<file path="src/rtl/err_comp_acc.sv">
// Error-compensation accumulator: sums signed rounded error products per dot product
// with saturation, then holds the result until the MAC correction stage consumes it.
module err_comp_acc #(
  parameter int ACC_W = 24,
  parameter int CNT_W = 8
) (
  input  logic                    clk,
  input  logic                    rst_n,
  input  logic                    in_valid,
  output logic                    in_ready,
  input  logic                    in_last,
  input  logic signed [15:0]      rounded_error_product,
  output logic                    comp_valid,
  input  logic                    comp_ready,
  output logic signed [ACC_W-1:0] comp_sum,
  output logic [CNT_W-1:0]        comp_count,
  output logic                    comp_sat
);

  typedef enum logic [1:0] {IDLE, ACCUM, HOLD} state_t;

  localparam logic signed [ACC_W-1:0] SUM_MAX = {1'b0, {(ACC_W-1){1'b1}}};
  localparam logic signed [ACC_W-1:0] SUM_MIN = {1'b1, {(ACC_W-1){1'b0}}};

  state_t                   state, state_nxt;
  logic signed [ACC_W-1:0]  acc, acc_nxt;
  logic [CNT_W-1:0]         cnt, cnt_nxt;
  logic                     sat, sat_nxt;
  logic                     accept;
  logic signed [ACC_W:0]    sum_wide;

  assign in_ready   = (state != HOLD);
  assign comp_valid = (state == HOLD);
  assign comp_sum   = acc;
  assign comp_count = cnt;
  assign comp_sat   = sat;
  assign accept     = in_valid && in_ready;

  // One guard bit above ACC_W: overflow shows as the top two bits disagreeing.
  assign sum_wide = {acc[ACC_W-1], acc}
                  + {{(ACC_W+1-16){rounded_error_product[15]}}, rounded_error_product};

  always_comb begin
    state_nxt = state;
    acc_nxt   = acc;
    cnt_nxt   = cnt;
    sat_nxt   = sat;
    case (state)
      IDLE, ACCUM: begin
        if (accept) begin
          if (sum_wide[ACC_W] != sum_wide[ACC_W-1]) begin
            acc_nxt = sum_wide[ACC_W] ? SUM_MIN : SUM_MAX;
            sat_nxt = 1'b1;
          end else begin
            acc_nxt = sum_wide[ACC_W-1:0];
          end
          if (&cnt) sat_nxt = 1'b1;
          else      cnt_nxt = cnt + 1'b1;
          state_nxt = in_last ? HOLD : ACCUM;
        end
      end
      HOLD: begin
        if (comp_ready) begin
          state_nxt = IDLE;
          acc_nxt   = '0;
          cnt_nxt   = '0;
          sat_nxt   = 1'b0;
        end
      end
      default: state_nxt = IDLE;
    endcase
  end

  always_ff @(posedge clk or negedge rst_n) begin
    if (!rst_n) begin
      state <= IDLE;
      acc   <= '0;
      cnt   <= '0;
      sat   <= 1'b0;
    end else begin
      state <= state_nxt;
      acc   <= acc_nxt;
      cnt   <= cnt_nxt;
      sat   <= sat_nxt;
    end
  end

endmodule

</file>
<file path="config.mk">
export PLATFORM = sky130hd
export DESIGN_NAME = err_comp_acc
export DESIGN_NICKNAME = d
export VERILOG_FILES = /design/src/rtl/err_comp_acc.sv
export SDC_FILE = /design/constraint.sdc
export NUM_CORES = 1
export LEC_CHECK = 0
export ABC_AREA = 1
export CAP_MARGIN = 20
export CELL_PAD_IN_SITES_DETAIL_PLACEMENT = 1
export CELL_PAD_IN_SITES_GLOBAL_PLACEMENT = 1
export CORE_MARGIN = 2
export CORE_UTILIZATION = 40
export DETAILED_ROUTE_END_ITERATION = 6
export PLACE_DENSITY_LB_ADDON = 0.1
export REMOVE_ABC_BUFFERS = 1
export SYNTH_ARGS = -nofsm -noshare
export SYNTH_HDL_FRONTEND = slang
export SYNTH_SLANG_ARGS = --single-unit
</file>
<file path="constraint.sdc">
create_clock -name clk -period 5.1 [get_ports clk]
set_input_delay 1.02 -clock clk [delete_from_list [all_inputs] [get_ports clk]]
set_output_delay 1.02 -clock clk [all_outputs]
set_load 0.005 [all_outputs]
</file>
==> impl_metrics.json, run 1 <==
{
  "status": "complete, no violations",
  "overflow": 0,
  "htreeDepth": 2,
  "ff_latch_area_um2": 876,
  "multiInputGateArea_um2": 2020,
  "slew_headroom_pct": 35.9,
  "io_pins": 56,
  "worstSetupPathType": "input pin to flop",
  "grt_use_total_pct": 23.3,
  "synthAdderAreaFrac_pct": 10.5,
  "crit_slowest_cell": "a21oi_4",
  "finalHoldViolations": 0,
  "firstDrtPassIters": 4,
  "min_period_ns": 3.78,
  "drt-initial-drc-count": 123,
  "synthSimpleGateAreaFrac_pct": 35.4,
  "setup_tns_ns": 0,
  "wirelength_mm": 9.23,
  "ir_drop_mv": 0.271,
  "slew_violations": 0,
  "power.density_nw_per_um2": 647,
  "leakagePower_nw": 1.97,
  "synth_top_family_by_area": "simple AND/OR/NAND/NOR gates",
  "synthXorXnorAreaFrac_pct": 5.54,
  "fin_total_pwr_mw": 2.53,
  "rows": 32,
  "drt-vias-per-instance": 5.07,
  "finalCritPeriodShare_pct": 74.2,
  "fin_nets": 572,
  "hpwl_mm": 7.37,
  "hold_depth": 2,
  "clock.fmax_mhz": 264,
  "fp.coreArea_um2": 7690,
  "cp_num_buf_inv": 2,
  "rr_worst_depth": 13,
  "cp_common_cell": "nand2_1",
  "worstPathArrival_ns": 4.01,
  "drc": 0,
  "yosysSeqAreaShare_pct": 27.7,
  "post_cts_buffers": 0,
  "synth_seq_cells": 35,
  "hp-class": "flop to flop",
  "initial_utilization_pct": 41.1,
  "cts_tree": "done",
  "synth_compound_area_share_pct": 12.6,
  "drive_above_1_share_pct": 7.22,
  "die_w_um": 92.9,
  "synthMuxAreaShare_pct": 0,
  "grt_pass1_vias": 3365,
  "numCtsBuffers": 5,
  "max_cap_violations": 0,
  "antenna_found_initial": 0,
  "crit_path_end_kind": "flop",
  "post_cts_resized": 0,
  "finalClockSkew_ns": 0.00735,
  "n_antenna_cell": 0,
  "grt_max_degree": 36,
  "fillCellCount": 1057,
  "syn_area_per_cell_um2": 6.74,
  "syn-cell-area_um2": 3160,
  "startpoint_type": "input pin",
  "required_ns": 5.33,
  "clkTransAtPathRegs_ns": 0.08,
  "ys.warnings.count": 0,
  "io_buffers": 55,
  "synthDistinctLibCells": 31,
  "cpLargestDelayFamily": "compound AO/OA/AOI/OAI gates",
  "tightestPinTransition_ns": 0.957,
  "cpPeakStageDelay_ns": 0.67,
  "dieArea_um2": 8630,
  "clockRootBuffer": "clkbuf_8",
  "synthCells": 469,
  "cp.depth": 13,
  "routed-via-count": 3182,
  "synthToLayoutAreaGrowth_pct": 23.9,
  "setup-violations-final": 0,
  "hold_buffers": 0,
  "cp_cell_sequence": "clkdlybuf4s50_1 -> ha_1 -> nand2_1 -> inv_1 -> nand2_1 -> nand2_1 -> a21oi_1 -> nand3_1 -> nand2_1 -> nand2_2 -> a21oi_4 -> o21ai_1 -> nand2_1",
  "wl_per_cell_um": 14.7,
  "drt.antenna.violating_nets": 0,
  "ctsLongestPathBuffers": 2,
  "r2r_slack_ns": 2.24,
  "fp.dieH_um": 92.9,
  "grt_pass1_wl_mm": 16.1,
  "gp_congestion": 0.927,
  "worstPathMaxFanout": 23,
  "rsz0062_at_grt": "no",
  "clock-sinks": 35,
  "worstSkewPairLatency_ns": 0.29
}
Yosys cell counts:
master	instances	area share [%]
ha_1	25	9.9
a21oi_2	2	0.55
nor2_4	2	0.71
nand3b_1	1	0.24
nand2_1	164	19
a22o_1	1	0.28
o21ai_0	9	1.4
fa_1	1	0.63
xor2_1	13	3.6
nor2_1	39	4.6
nand2_2	12	2.4
clkbuf_1	2	0.24
buf_2	1	0.16
inv_1	54	6.4
nand3_1	20	3.2
nand4_1	9	1.8
or2_1	2	0.40
nor2_2	1	0.20
nor3_1	9	1.4
a21oi_4	1	0.51
o21ai_2	10	2.8
a31oi_1	4	0.79
nand2_4	1	0.36
dfrtp_1	35	28
and2_1	3	0.59
a21oi_1	21	3.3
o21ai_1	10	1.6
xnor2_1	7	1.9
buf_6	4	1.4
o21bai_1	5	1.2
o22ai_1	1	0.20
worst register-to-register path, delay by kind of cell (launching register included):
kind,cells,cell delay [ns]
adder cells (fa/ha/maj),2,0.69
AND/OR/NAND/NOR,9,0.86
AO/OA/AOI/OAI,2,0.83
flip-flops,1,0.42
metal layers:
metal	wire, um	global-route usage [%]	up-vias
li1	-	-	1610
met1	4390	30.8	1517
met2	4510	40.8	48
met3	235	3.01	7
met4	97	4.53	0
met5	0	0	-
final cells by class:
| type | count | area share, % |
|---|---|---|
| Sequential cell | 35 | 22.4 |
| Inverter | 54 | 5.18 |
| Clock inverter | 2 | 1.53 |
| Clock buffer | 6 | 1.85 |
| Tap cell | 102 | 3.26 |
| Timing Repair Buffer | 56 | 14.1 |
| Multi-Input combinational cell | 373 | 51.7 |
cell usage in the layout, fill, tap and decap left out, types with 2 or more instances in the layout:
| cell | n |
|---|---|
| clkdlybuf4s50_1 | 54 |
| o21ai_1 | 10 |
| ha_1 | 25 |
| clkbuf_8 | 5 |
| or2_1 | 2 |
| o21ai_0 | 9 |
| nand4_1 | 9 |
| bufinv_16 | 2 |
| nand2_2 | 12 |
| a31oi_1 | 4 |
| a21oi_1 | 21 |
| xnor2_1 | 7 |
| dfrtp_1 | 35 |
| inv_1 | 54 |
| xor2_1 | 13 |
| nand3_1 | 20 |
| o21ai_2 | 10 |
| o21bai_1 | 5 |
| nor2_1 | 39 |
| nand2_1 | 164 |
| a21oi_2 | 2 |
| nor3_1 | 9 |
| and2_1 | 3 |
| nor2_4 | 2 |
where the power goes:
group          leakage [nW]  internal [mW]  switching (mW)  total (mW)
clock network        0.0654          0.196           0.113       0.308
logic                  1.46          0.690            1.03        1.72
registers             0.438          0.397           0.104       0.501
total                  1.97           1.28            1.25        2.53
cell families (layout without fill, tap and decap cells):
| logic type | Yosys count | after routing |
|---|---|---|
| and+or+nand+nor | 263 | 263 |
| AOI/OAI and AO/OA | 64 | 64 |
| buffers and inverters | 61 | 118 |
| DFF | 35 | 35 |
| adders and majority gates | 26 | 26 |
| xor gates and xnor gates | 20 | 20 |
registers in the layout, indices dropped and copies added (netlist names):
name and cells:
state 2, comp_sat 1, comp_sum 24, comp_count 8
path summary, 6_finish.rpt:
path | from | endpoint
setup reg to reg | comp_sum[0]$_DFFE_PN0P_ | comp_sum[0]$_DFFE_PN0P_
setup / recovery | rounded_error_product[15] | comp_sum[0]$_DFFE_PN0P_
min in group asynchronous | rst_n | comp_sum[11]$_DFFE_PN0P_
hold / removal | comp_sat$_DFFE_PN0P_ | comp_sat$_DFFE_PN0P_
max in group asynchronous | rst_n | comp_sum[10]$_DFFE_PN0P_
hold reg to reg | comp_sat$_DFFE_PN0P_ | comp_sat$_DFFE_PN0P_
per-stage QoR:
| step | hold WS (ns) | instance area (um^2) | setup slack [ns] | utilization, % | instances |
|---|---|---|---|---|---|
| 2_1_floorplan | 0.464 | 3100 | 2.15 | - | 462 |
| 3_3_place_gp | 0.458 | 3780 | 1.16 | 49.2 | 620 |
| 3_5_place_dp | 0.469 | 3780 | 1.05 | 49.2 | 620 |
| 4_1_cts | 0.488 | 3920 | 1.34 | 50.9 | 628 |
| 5_1_grt | 0.542 | 3920 | 1.05 | 50.9 | 628 |
| 6_report | 0.483 | 3920 | 1.32 | 50.9 | 628 |
(Power assumes the default switching activity.)
==> run 2, diff against run 1 <==
Settings changed: CORE_UTILIZATION 40 to 38.
Clock period 5.1 ns to 3.6 ns, I/O delays scaled along.
==> run 2 against run 1 <==
Critical path type unchanged. Utilization fell by 2.9 points. Global-route usage fell by 0.68 points. Combinational power increased by 44%. Die area up 5.0%. Non-clock buffer count is 3 higher. Largest power group unchanged. Highest routed layer unchanged.
==> impl_metrics.json, run 2 (same netlist as run 1, synthesis figures left out) <==
{
  "status": "complete, no violations",
  "power_frac_comb_pct": 70.9,
  "gp_congestion": 0.894,
  "fin_nets": 575,
  "whs_ns": 0.492,
  "fp.coreArea_um2": 8130,
  "clock-sinks": 35,
  "crit_slowest_cell": "clkdlybuf4s50_1",
  "wl_per_cell_um": 15.0,
  "netSwitchingPower_mw": 1.79,
  "post_cts_buffers": 0,
  "fp.dieH_um": 95.2,
  "ir_drop_mv": 0.317,
  "cpLargestDelayFamily": "simple AND/OR/NAND/NOR gates",
  "final_cell_mix": "164 x nand2_1, 54 x inv_1, 54 x clkdlybuf4s50_1, 39 x nor2_1, 35 x dfrtp_1",
  "antenna_found_initial": 0,
  "rsz0062_at_grt": "no",
  "grt_pass1_wl_mm": 16.1,
  "seq_power_share_pct": 20.4,
  "r2r_slack_ns": 1.04,
  "hold_start": "comp_sat$_DFFE_PN0P_",
  "postPlaceCellArea_um2": 3810,
  "startpoint_type": "input pin",
  "use_met2_pct": 38.8,
  "cts_tree": "done",
  "leakagePower_nw": 1.95,
  "p_sw_share_pct": 51.3,
  "drc": 0,
  "clock.fmax_mhz": 308,
  "die_w_um": 95.2,
  "finalHoldViolations": 0,
  "synthToLayoutAreaGrowth_pct": 23.7,
  "slew_violations": 0,
  "numCtsBuffers": 5,
  "min_period_ns": 3.25,
  "firstDrtPassIters": 4,
  "drive_above_1_share_pct": 8.13,
  "overflow": 0,
  "setup-violations-final": 0,
  "initial_utilization_pct": 38.9,
  "io_pins": 56,
  "worstSetupPathType": "input pin to flop",
  "cp_num_buf_inv": 2,
  "io_buffers": 55,
  "clkTransAtPathRegs_ns": 0.08,
  "cp_common_cell": "nand2_1",
  "ctsLongestPathBuffers": 2,
  "drt.antenna.violating_nets": 0,
  "htreeDepth": 2,
  "fillCellCount": 1074,
  "final_common_cell": "nand2_1",
  "grt_pass1_vias": 3322,
  "worstSkewPairLatency_ns": 0.30,
  "wirelength_mm": 9.51,
  "final_area_um2": 3910,
  "use_met1_pct": 30.1,
  "rows": 33,
  "reg2reg_to": "comp_sum[17]$_DFFE_PN0P_",
  "hp-class": "flop to flop",
  "hpwl_mm": 7.76,
  "worstPathArrival_ns": 3.48,
  "min_to": "comp_sat$_DFFE_PN0P_",
  "clockRootBuffer": "clkbuf_8",
  "clock_power_share_pct": 8.7,
  "grt_max_degree": 36,
  "max_cap_violations": 0,
  "routed-via-count": 3172,
  "gr-max-usage-layer": "met2",
  "worstPathMaxFanout": 21,
  "dieArea_um2": 9060,
  "largest_reg_flops": 24,
  "n_antenna_cell": 0,
  "drt-vias-per-instance": 5.00,
  "required_ns": 3.84,
  "cp_cell_sequence": "clkdlybuf4s50_1 -> ha_1 -> nand2_1 -> nor2_1 -> nand2_1 -> nor2_1 -> nand2_2 -> nand3_1 -> nand2_1 -> nand2_1 -> nand2_1 -> nand2_8 -> inv_1 -> nand2_1 -> nand2_1 -> nand2_1",
  "finalCritPeriodShare_pct": 90.2,
  "r2r_start": "comp_sum[0]$_DFFE_PN0P_",
  "use_met3_pct": 3.32,
  "tightestPinTransition_ns": 0.826,
  "power.density_nw_per_um2": 893,
  "slew_headroom_pct": 44.9,
  "hold_depth": 2,
  "crit_path_end_kind": "flop",
  "drt-initial-drc-count": 98,
  "internal_power_mw": 1.70,
  "rr_worst_depth": 16,
  "cpPeakStageDelay_ns": 0.64,
  "finalClockSkew_ns": 0.0105,
  "grt_use_total_pct": 22.6
}
run 2: metrics by stage:
step                cells  utilization, %  total power, mW  setup TNS (ns)  worst slack [ns]
global route          634            48.1             3.86               0            0.0310
global placement      626            46.8             3.10               0             0.118
detailed placement    626            46.8             3.17         -0.0103           -0.0103
finish                634            48.1             3.49               0             0.352
floorplan             462               -             2.32               0             0.947
CTS                   634            47.9             3.51               0             0.277
run 2: repair_timing:
action / in CTS / in global routing
gates resized for setup: 0 / 2
hold buffers: 0 / 0
endpoints found under the setup margin: 0 / 3
run 2: final cells by class:
class | instances | area, um^2 | share of cell area, %
clock buffers | 5 | 68.8 | 1.76
clock inverters | 3 | 20.0 | 0.512
inverters | 54 | 203 | 5.18
multi-input cells | 373 | 2040 | 52.1
flip-flops and latches | 35 | 876 | 22.4
well taps | 105 | 131 | 3.36
repair buffers | 59 | 576 | 14.7
run 2: worst reg2reg max path, stage by stage (launching register included):
cell and delay (ns):
dfrtp_1 0.41, ha_1 0.22, fa_1 0.46, nand2_1 0.09, nand2_1 0.07, nand3_1 0.10, nand2_2 0.10, nand2_2 0.10
nand3_1 0.11, nand2_1 0.08, nand2_1 0.07, nand2_1 0.18, nand2_8 0.17, inv_1 0.14, nand2_1 0.06, nand2_1 0.05
nand2_1 0.05
run 2: power groups by stage:
stage,registers (mW),clock network (mW),logic (mW)
finish,0.711,0.304,2.48
global route,0.740,0.333,2.79
CTS,0.714,0.322,2.47
detailed placement,0.720,0,2.45
global placement,0.710,0,2.39
floorplan,0.706,0,1.61
run 2: worst max-delay path by stage:
| stage | start | endpoint | slack (ns) | depth (start not counted) |
|---|---|---|---|---|
| 2_1_floorplan | rounded_error_product[0] | comp_sum[0]$_DFFE_PN0P_ | 0.95 | 13 |
| 3_3_place_gp | rounded_error_product[15] | comp_sum[17]$_DFFE_PN0P_ | 0.12 | 16 |
| 5_1_grt | rounded_error_product[15] | comp_sum[17]$_DFFE_PN0P_ | 0.03 | 16 |
| 4_1_cts | rounded_error_product[15] | comp_sum[17]$_DFFE_PN0P_ | 0.28 | 16 |
| 3_5_place_dp | rounded_error_product[15] | comp_sum[17]$_DFFE_PN0P_ | -0.01 | 16 |
| 6_report | rounded_error_product[15] | comp_sum[17]$_DFFE_PN0P_ | 0.35 | 16 |
run 2: per-layer routing:
metal | routed length (um) | vias up
met4 | 97 | 0
met2 | 4520 | 46
met5 | 0 | -
li1 | - | 1622
met3 | 233 | 7
met1 | 4660 | 1497
